`config.mk`:
```
export PLATFORM = sky130hd
export DESIGN_NAME = wb_result_router
export DESIGN_NICKNAME = d
export VERILOG_FILES = /design/src/rtl/wb_result_router_pkg.sv /design/src/rtl/wb_result_router_timeout_ctr.sv /design/src/rtl/wb_result_router.sv
export SDC_FILE = /design/constraint.sdc
export NUM_CORES = 1
export LEC_CHECK = 0
export ABC_AREA = 1
export CORE_ASPECT_RATIO = 0.7
export CORE_UTILIZATION = 35
export CTS_CLUSTER_SIZE = 8
export DETAILED_ROUTE_END_ITERATION = 12
export HOLD_SLACK_MARGIN = 0.1
export PLACE_DENSITY = 0.71
export REMOVE_ABC_BUFFERS = 1
export SLEW_MARGIN = 20
export SYNTH_ARGS = -nofsm -noshare
export SYNTH_HDL_FRONTEND = slang
export SYNTH_SLANG_ARGS = --single-unit
```
`constraint.sdc`:
```
create_clock -name clk -period 1.4 [get_ports clk]
set_clock_uncertainty 0.15 [all_clocks]
set_input_delay 0.21 -clock clk [delete_from_list [all_inputs] [get_ports clk]]
set_output_delay 0.21 -clock clk [all_outputs]
set_load 0.01 [all_outputs]
```
`src/rtl/wb_result_router_pkg.sv`:
```
// Shared write-back definitions: result-source codes, FSM states,
// instruction field positions and the result-source selector.
package wb_result_router_pkg;

    localparam logic [1:0] WB_ALU = 2'b00;
    localparam logic [1:0] WB_MEM = 2'b01;
    localparam logic [1:0] WB_IMM = 2'b10;
    localparam logic [1:0] WB_ACC = 2'b11;

    localparam int DEST_LSB = 3;
    localparam int DEST_MSB = 5;
    localparam int IMM_LSB  = 8;
    localparam int IMM_MSB  = 15;

    typedef enum logic [1:0] {
        ST_IDLE     = 2'd0,
        ST_WAIT_MEM = 2'd1,
        ST_WRITE    = 2'd2
    } wb_state_t;

    // Loads keep the old value here; memory data lands later.
    function automatic logic [7:0] wb_select(
        input logic [1:0]  src,
        input logic [15:0] ins,
        input logic [7:0]  alu,
        input logic [7:0]  acc,
        input logic [7:0]  keep
    );
        logic [7:0] v;
        case (src)
            WB_ALU:  v = alu;
            WB_IMM:  v = ins[IMM_MSB:IMM_LSB];
            WB_ACC:  v = acc;
            default: v = keep;
        endcase
        return v;
    endfunction

endpackage

```
`src/rtl/wb_result_router_timeout_ctr.sv`:
```
// Load wait counter: cleared on accept, counts while enabled,
// flags the last permitted wait cycle.
module wb_timeout_ctr
    import wb_result_router_pkg::*;
#(
    parameter int LIMIT = 8
) (
    input  logic clk,
    input  logic rst_n,
    input  logic i_clr,
    input  logic i_en,
    output logic o_tc
);

    logic [7:0] r_cnt;

    // Count wait cycles; clear has priority over counting.
    always_ff @(posedge clk) begin
        if (!rst_n) begin
            r_cnt <= 8'd0;
        end else if (i_clr) begin
            r_cnt <= 8'd0;
        end else if (i_en) begin
            r_cnt <= r_cnt + 8'd1;
        end
    end

    assign o_tc = (r_cnt == 8'(LIMIT - 1));

endmodule

```
`src/rtl/wb_result_router.sv`:
```
// Write-back router: steers ALU/memory/immediate/accumulator results
// to the register file and accumulator buffer. Option: WB_BYPASS_EN.
module wb_result_router
    import wb_result_router_pkg::*;
#(
    parameter int MEM_TIMEOUT = 8
) (
    input  logic        clk,
    input  logic        rst_n,
    input  logic        issue_valid,
    output logic        issue_ready,
    input  logic [15:0] instr,
    input  logic [1:0]  WBSrc,
    input  logic        RegWrite,
    input  logic        AccWrite,
    input  logic [7:0]  alu_result,
    input  logic [7:0]  read_data_accbuf,
    input  logic [7:0]  mem_rdata,
    input  logic        mem_rvalid,
    output logic        reg_we,
    output logic [2:0]  reg_waddr,
    output logic [7:0]  reg_wdata,
    output logic        acc_we,
    output logic [7:0]  acc_wdata,
    output logic        wb_error,
`ifdef WB_BYPASS_EN
    output logic        fwd_valid,
    output logic [2:0]  fwd_addr,
    output logic [7:0]  fwd_data,
`endif
    input  logic        err_clr
);

    wb_state_t  r_state;
    wb_state_t  w_next;
    logic       w_accept;
    logic       w_load_done;
    logic       w_timeout;
    logic       w_tc;
    logic       w_wait;

    logic [2:0] r_dest;
    logic       r_regw;
    logic       r_accw;
    logic [7:0] r_result;
    logic       r_reg_we;
    logic       r_acc_we;
    logic       r_ready;
    logic       r_err;

    logic       w_unused;
    assign w_unused = ^{instr[7:6], instr[2:0]};

    assign w_wait = (r_state == ST_WAIT_MEM);

    wb_timeout_ctr #(
        .LIMIT (MEM_TIMEOUT)
    ) u_ctr (
        .clk   (clk),
        .rst_n (rst_n),
        .i_clr (w_accept),
        .i_en  (w_wait),
        .o_tc  (w_tc)
    );

    // Next-state logic; memory data beats a same-cycle timeout.
    always_comb begin
        w_next      = r_state;
        w_accept    = 1'b0;
        w_load_done = 1'b0;
        w_timeout   = 1'b0;
        case (r_state)
            ST_IDLE: begin
                if (issue_valid) begin
                    w_accept = 1'b1;
                    w_next   = (WBSrc == WB_MEM) ? ST_WAIT_MEM : ST_WRITE;
                end
            end
            ST_WAIT_MEM: begin
                if (mem_rvalid) begin
                    w_load_done = 1'b1;
                    w_next      = ST_WRITE;
                end else if (w_tc) begin
                    w_timeout = 1'b1;
                    w_next    = ST_IDLE;
                end
            end
            ST_WRITE: w_next = ST_IDLE;
            default:  w_next = ST_IDLE;
        endcase
    end

    // State register.
    always_ff @(posedge clk) begin
        if (!rst_n) begin
            r_state <= ST_IDLE;
        end else begin
            r_state <= w_next;
        end
    end

    // Capture destination, enables and the result value.
    always_ff @(posedge clk) begin
        if (!rst_n) begin
            r_dest   <= 3'd0;
            r_regw   <= 1'b0;
            r_accw   <= 1'b0;
            r_result <= 8'd0;
        end else if (w_accept) begin
            r_dest   <= instr[DEST_MSB:DEST_LSB];
            r_regw   <= RegWrite;
            r_accw   <= AccWrite;
            r_result <= wb_select(WBSrc, instr, alu_result,
                                  read_data_accbuf, r_result);
        end else if (w_load_done) begin
            r_result <= mem_rdata;
        end
    end

    // Registered strobes and ready, timed to the WRITE cycle.
    always_ff @(posedge clk) begin
        if (!rst_n) begin
            r_reg_we <= 1'b0;
            r_acc_we <= 1'b0;
            r_ready  <= 1'b1;
        end else begin
            r_reg_we <= (w_next == ST_WRITE) &
                        (w_accept ? RegWrite : r_regw);
            r_acc_we <= (w_next == ST_WRITE) &
                        (w_accept ? AccWrite : r_accw);
            r_ready  <= (w_next == ST_IDLE);
        end
    end

    // Sticky load-timeout flag; a new timeout beats a clear.
    always_ff @(posedge clk) begin
        if (!rst_n) begin
            r_err <= 1'b0;
        end else if (w_timeout) begin
            r_err <= 1'b1;
        end else if (err_clr) begin
            r_err <= 1'b0;
        end
    end

    assign issue_ready = r_ready;
    assign reg_we      = r_reg_we;
    assign reg_waddr   = r_dest;
    assign reg_wdata   = r_result;
    assign acc_we      = r_acc_we;
    assign acc_wdata   = r_result;
    assign wb_error    = r_err;

`ifdef WB_BYPASS_EN
    assign fwd_valid = r_reg_we;
    assign fwd_addr  = r_dest;
    assign fwd_data  = r_result;
`endif

endmodule

```
==> results.toml <==
[floorplan]
start_util_pct = 37.9
die-area_mm2 = 0.00467
io_pins = 72
die_width_um = 81.3
num_rows = 19
core_mm2 = 0.00407
die-height_um = 57.5

[timing]
setup_ws_ns = 0.0430
drv_slew = 0
slew_headroom_pct = 83.5
worst_pin_slew_ns = 0.247
setup_violations = 0
hold_viol_final = 0
hold_ws_ns = 0.298
finalCritPeriodShare_pct = 96.9
rsz0062_at_grt = "true"
fin_crit_ns = 1.36
fmax_mhz = 737
setup_tns_ns = 0

[synthesis]
ys_ff_latch = 27
synthDistinctLibCells = 22
syn_area_mm2 = 0.00154
synth_top_area_cell = "dfxtp_1"
synth_ff_type = "dfxtp_1"
yosys_warnings = 0
async_flop_share_pct = 0
yosysTopAreaCellShare_pct = 35.1
syn_area_per_cell_um2 = 6.29
synth_most_common_cell = "nand2_1"
yosys-top-cells-count = "83 x nand2_1, 33 x inv_1, 32 x nor2_1"
synthTopCellsByArea = "dfxtp_1 35%, nand2_1 20%, inv_1 8.0%"
seq_area_frac_synth_pct = 35.1
syn_inst = 245
synth_edf_count = 0

[run_status]
outcome = "finished clean"

[drt]
wire_per_inst_um = 10.8
antenna_left = 0
firstDrtPassIters = 4
vias_per_cell = 4.41
route.detailed.drc = 0
initialDrtViolationCount = 58
routed_wl_mm = 4.00
via_count = 1630

[cells_and_area]
fill_cells = 388
nets = 372
drive_gt1_share_pct = 15.1
diodes = 0
areaGrowthSynthToFinish_pct = 55.6
multi_input_area_um2 = 847
register_area_um2 = 544

[clock_tree]
cts_htree_levels = 1
path_clk_slew_ns = 0.09
hold_buffers = 0
numCtsBuffers = 3
clk_path_buf_depth = 2
clkLatencyLatePin_ns = 0.28
cts_tree = "done"
cts_root_buf = "clkbuf_8"
clock_sinks = 27

[pwr]
power_density_mw_per_mm2 = 767
power.leakage_nw = 1.19
ir_worst_vdd_v = 0.000631

[global_route]
grt_max_degree = 16
grt_pass1_vias = 1517
grt_pass1_wl_mm = 6.63
antenna_found_initial = 0
overflow = 0
track_usage_pct = 18.4

[job]
maxCapViolations = 0

[critical_path]
path_max_fanout = 8
endpoint_kind = "flip-flop"
crit_type = "reg -> reg"
worstPathArrival_ns = 1.41
required_ns = 1.46
worst_setup_path_start_kind = "flip-flop"

[placement]
numPortBuffers = 66
pre_cts_ws_ns = -0.527
place_hpwl_mm = 3.26
gp_congestion = 0.817

[hold_path]
hold_path_class = "in -> reg"
## final timing paths
| path | to | slack, ns | depth (start not counted) | from |
|---|---|---|---|---|
| max | acc_wdata[5] | 0.04 | 6 | r_state[1] |
| max reg2reg | acc_wdata[5] | 0.04 | 6 | r_state[1] |
| min | r_state[1] | 0.30 | 5 | issue_valid |
| min reg2reg | wb_error | 0.32 | 2 | wb_error |
## layout make-up
type	instances	share of cell area (%)
multi-input cells	170	35.3
well taps	52	2.71
flip-flops and latches	27	22.7
inverters	35	5.58
clock inverters	1	0.209
repair buffers	82	31.7
clock buffers	3	1.72
## worst max-delay path, stage by stage, from the launching register on
cell and delay (ns):
dfxtp_1 0.45, nor2_4 0.07, buf_4 0.15, nand3_4 0.11, nand2_8 0.09, buf_12 0.13
a21oi_1 0.13
## logic make-up (layout without fill, tap and decap cells)
kind of cell               count (synthesis)  count (layout)  share of synthesized area [%]
and+or+nand+nor                          142             142                           39.1
buffers and inverters                     48             121                           14.8
DFF                                       27              27                           35.1
adders and majority gates                  4               4                           3.25
AOI/OAI and AO/OA                         24              24                           7.80
## metal layers
metal / global-route usage (%) / vias up / part of all wire (%) / wire length, um
met4: 1.53 / 0 / 0.40 / 16
met3: 3.84 / 3 / 5.2 / 208
li1: - / 892 / - / -
met5: 0 / - / 0 / 0
met2: 30.1 / 37 / 42 / 1680
met1: 25.8 / 698 / 52 / 2100
## report_power, final
part           leakage, nW  internal [W]  switching, W  total, W
clock network       0.0255      0.000200      0.000247  0.000447
logic                0.941      0.000291      0.000256  0.000547
registers            0.222      0.000813     0.0000310  0.000844
total                 1.19       0.00130      0.000534   0.00184
## placed cells by master, fill, tap and decap left out, types with 6 or more instances in the layout
cell type | Yosys | final
nand2_1 | 83 | 80
clkdlybuf4s50_1 | 0 | 40
inv_1 | 33 | 30
nor2_1 | 32 | 28
dfxtp_1 | 27 | 26
dlygate4sd2_1 | 0 | 24
buf_4 | 10 | 15
nand3_1 | 14 | 12
a21oi_1 | 14 | 12
o21ai_0 | 8 | 6
## through the flow
stage | total power (W) | std cells | utilization, % | cell area (um2)
2_1_floorplan | 0.00108 | 232 | - | 1440
3_3_place_gp | 0.00141 | 364 | 56.0 | 2270
3_5_place_dp | 0.00141 | 364 | 56.0 | 2270
4_1_cts | 0.00182 | 369 | 57.0 | 2320
5_1_grt | 0.00194 | 370 | 59.0 | 2400
6_report | 0.00184 | 370 | 59.0 | 2400
## state kept, by name, summed over array words and instances (netlist names)
name / flops
acc_wdata: 8
acc_we: 1
issue_ready: 1
r_accw: 1
r_regw: 1
r_state: 2
reg_waddr: 3
reg_we: 1
u_ctr.r_cnt: 8
wb_error: 1
## repair_timing
item                                    in CTS  in global routing
endpoints found under the setup margin      33                 17
resized for setup                           27                 27
setup buffers                                1                  1
hold endpoints to repair                     0                  0
pin swaps                                    1                 16
Note: power is estimated with default switching activity, not from simulation.
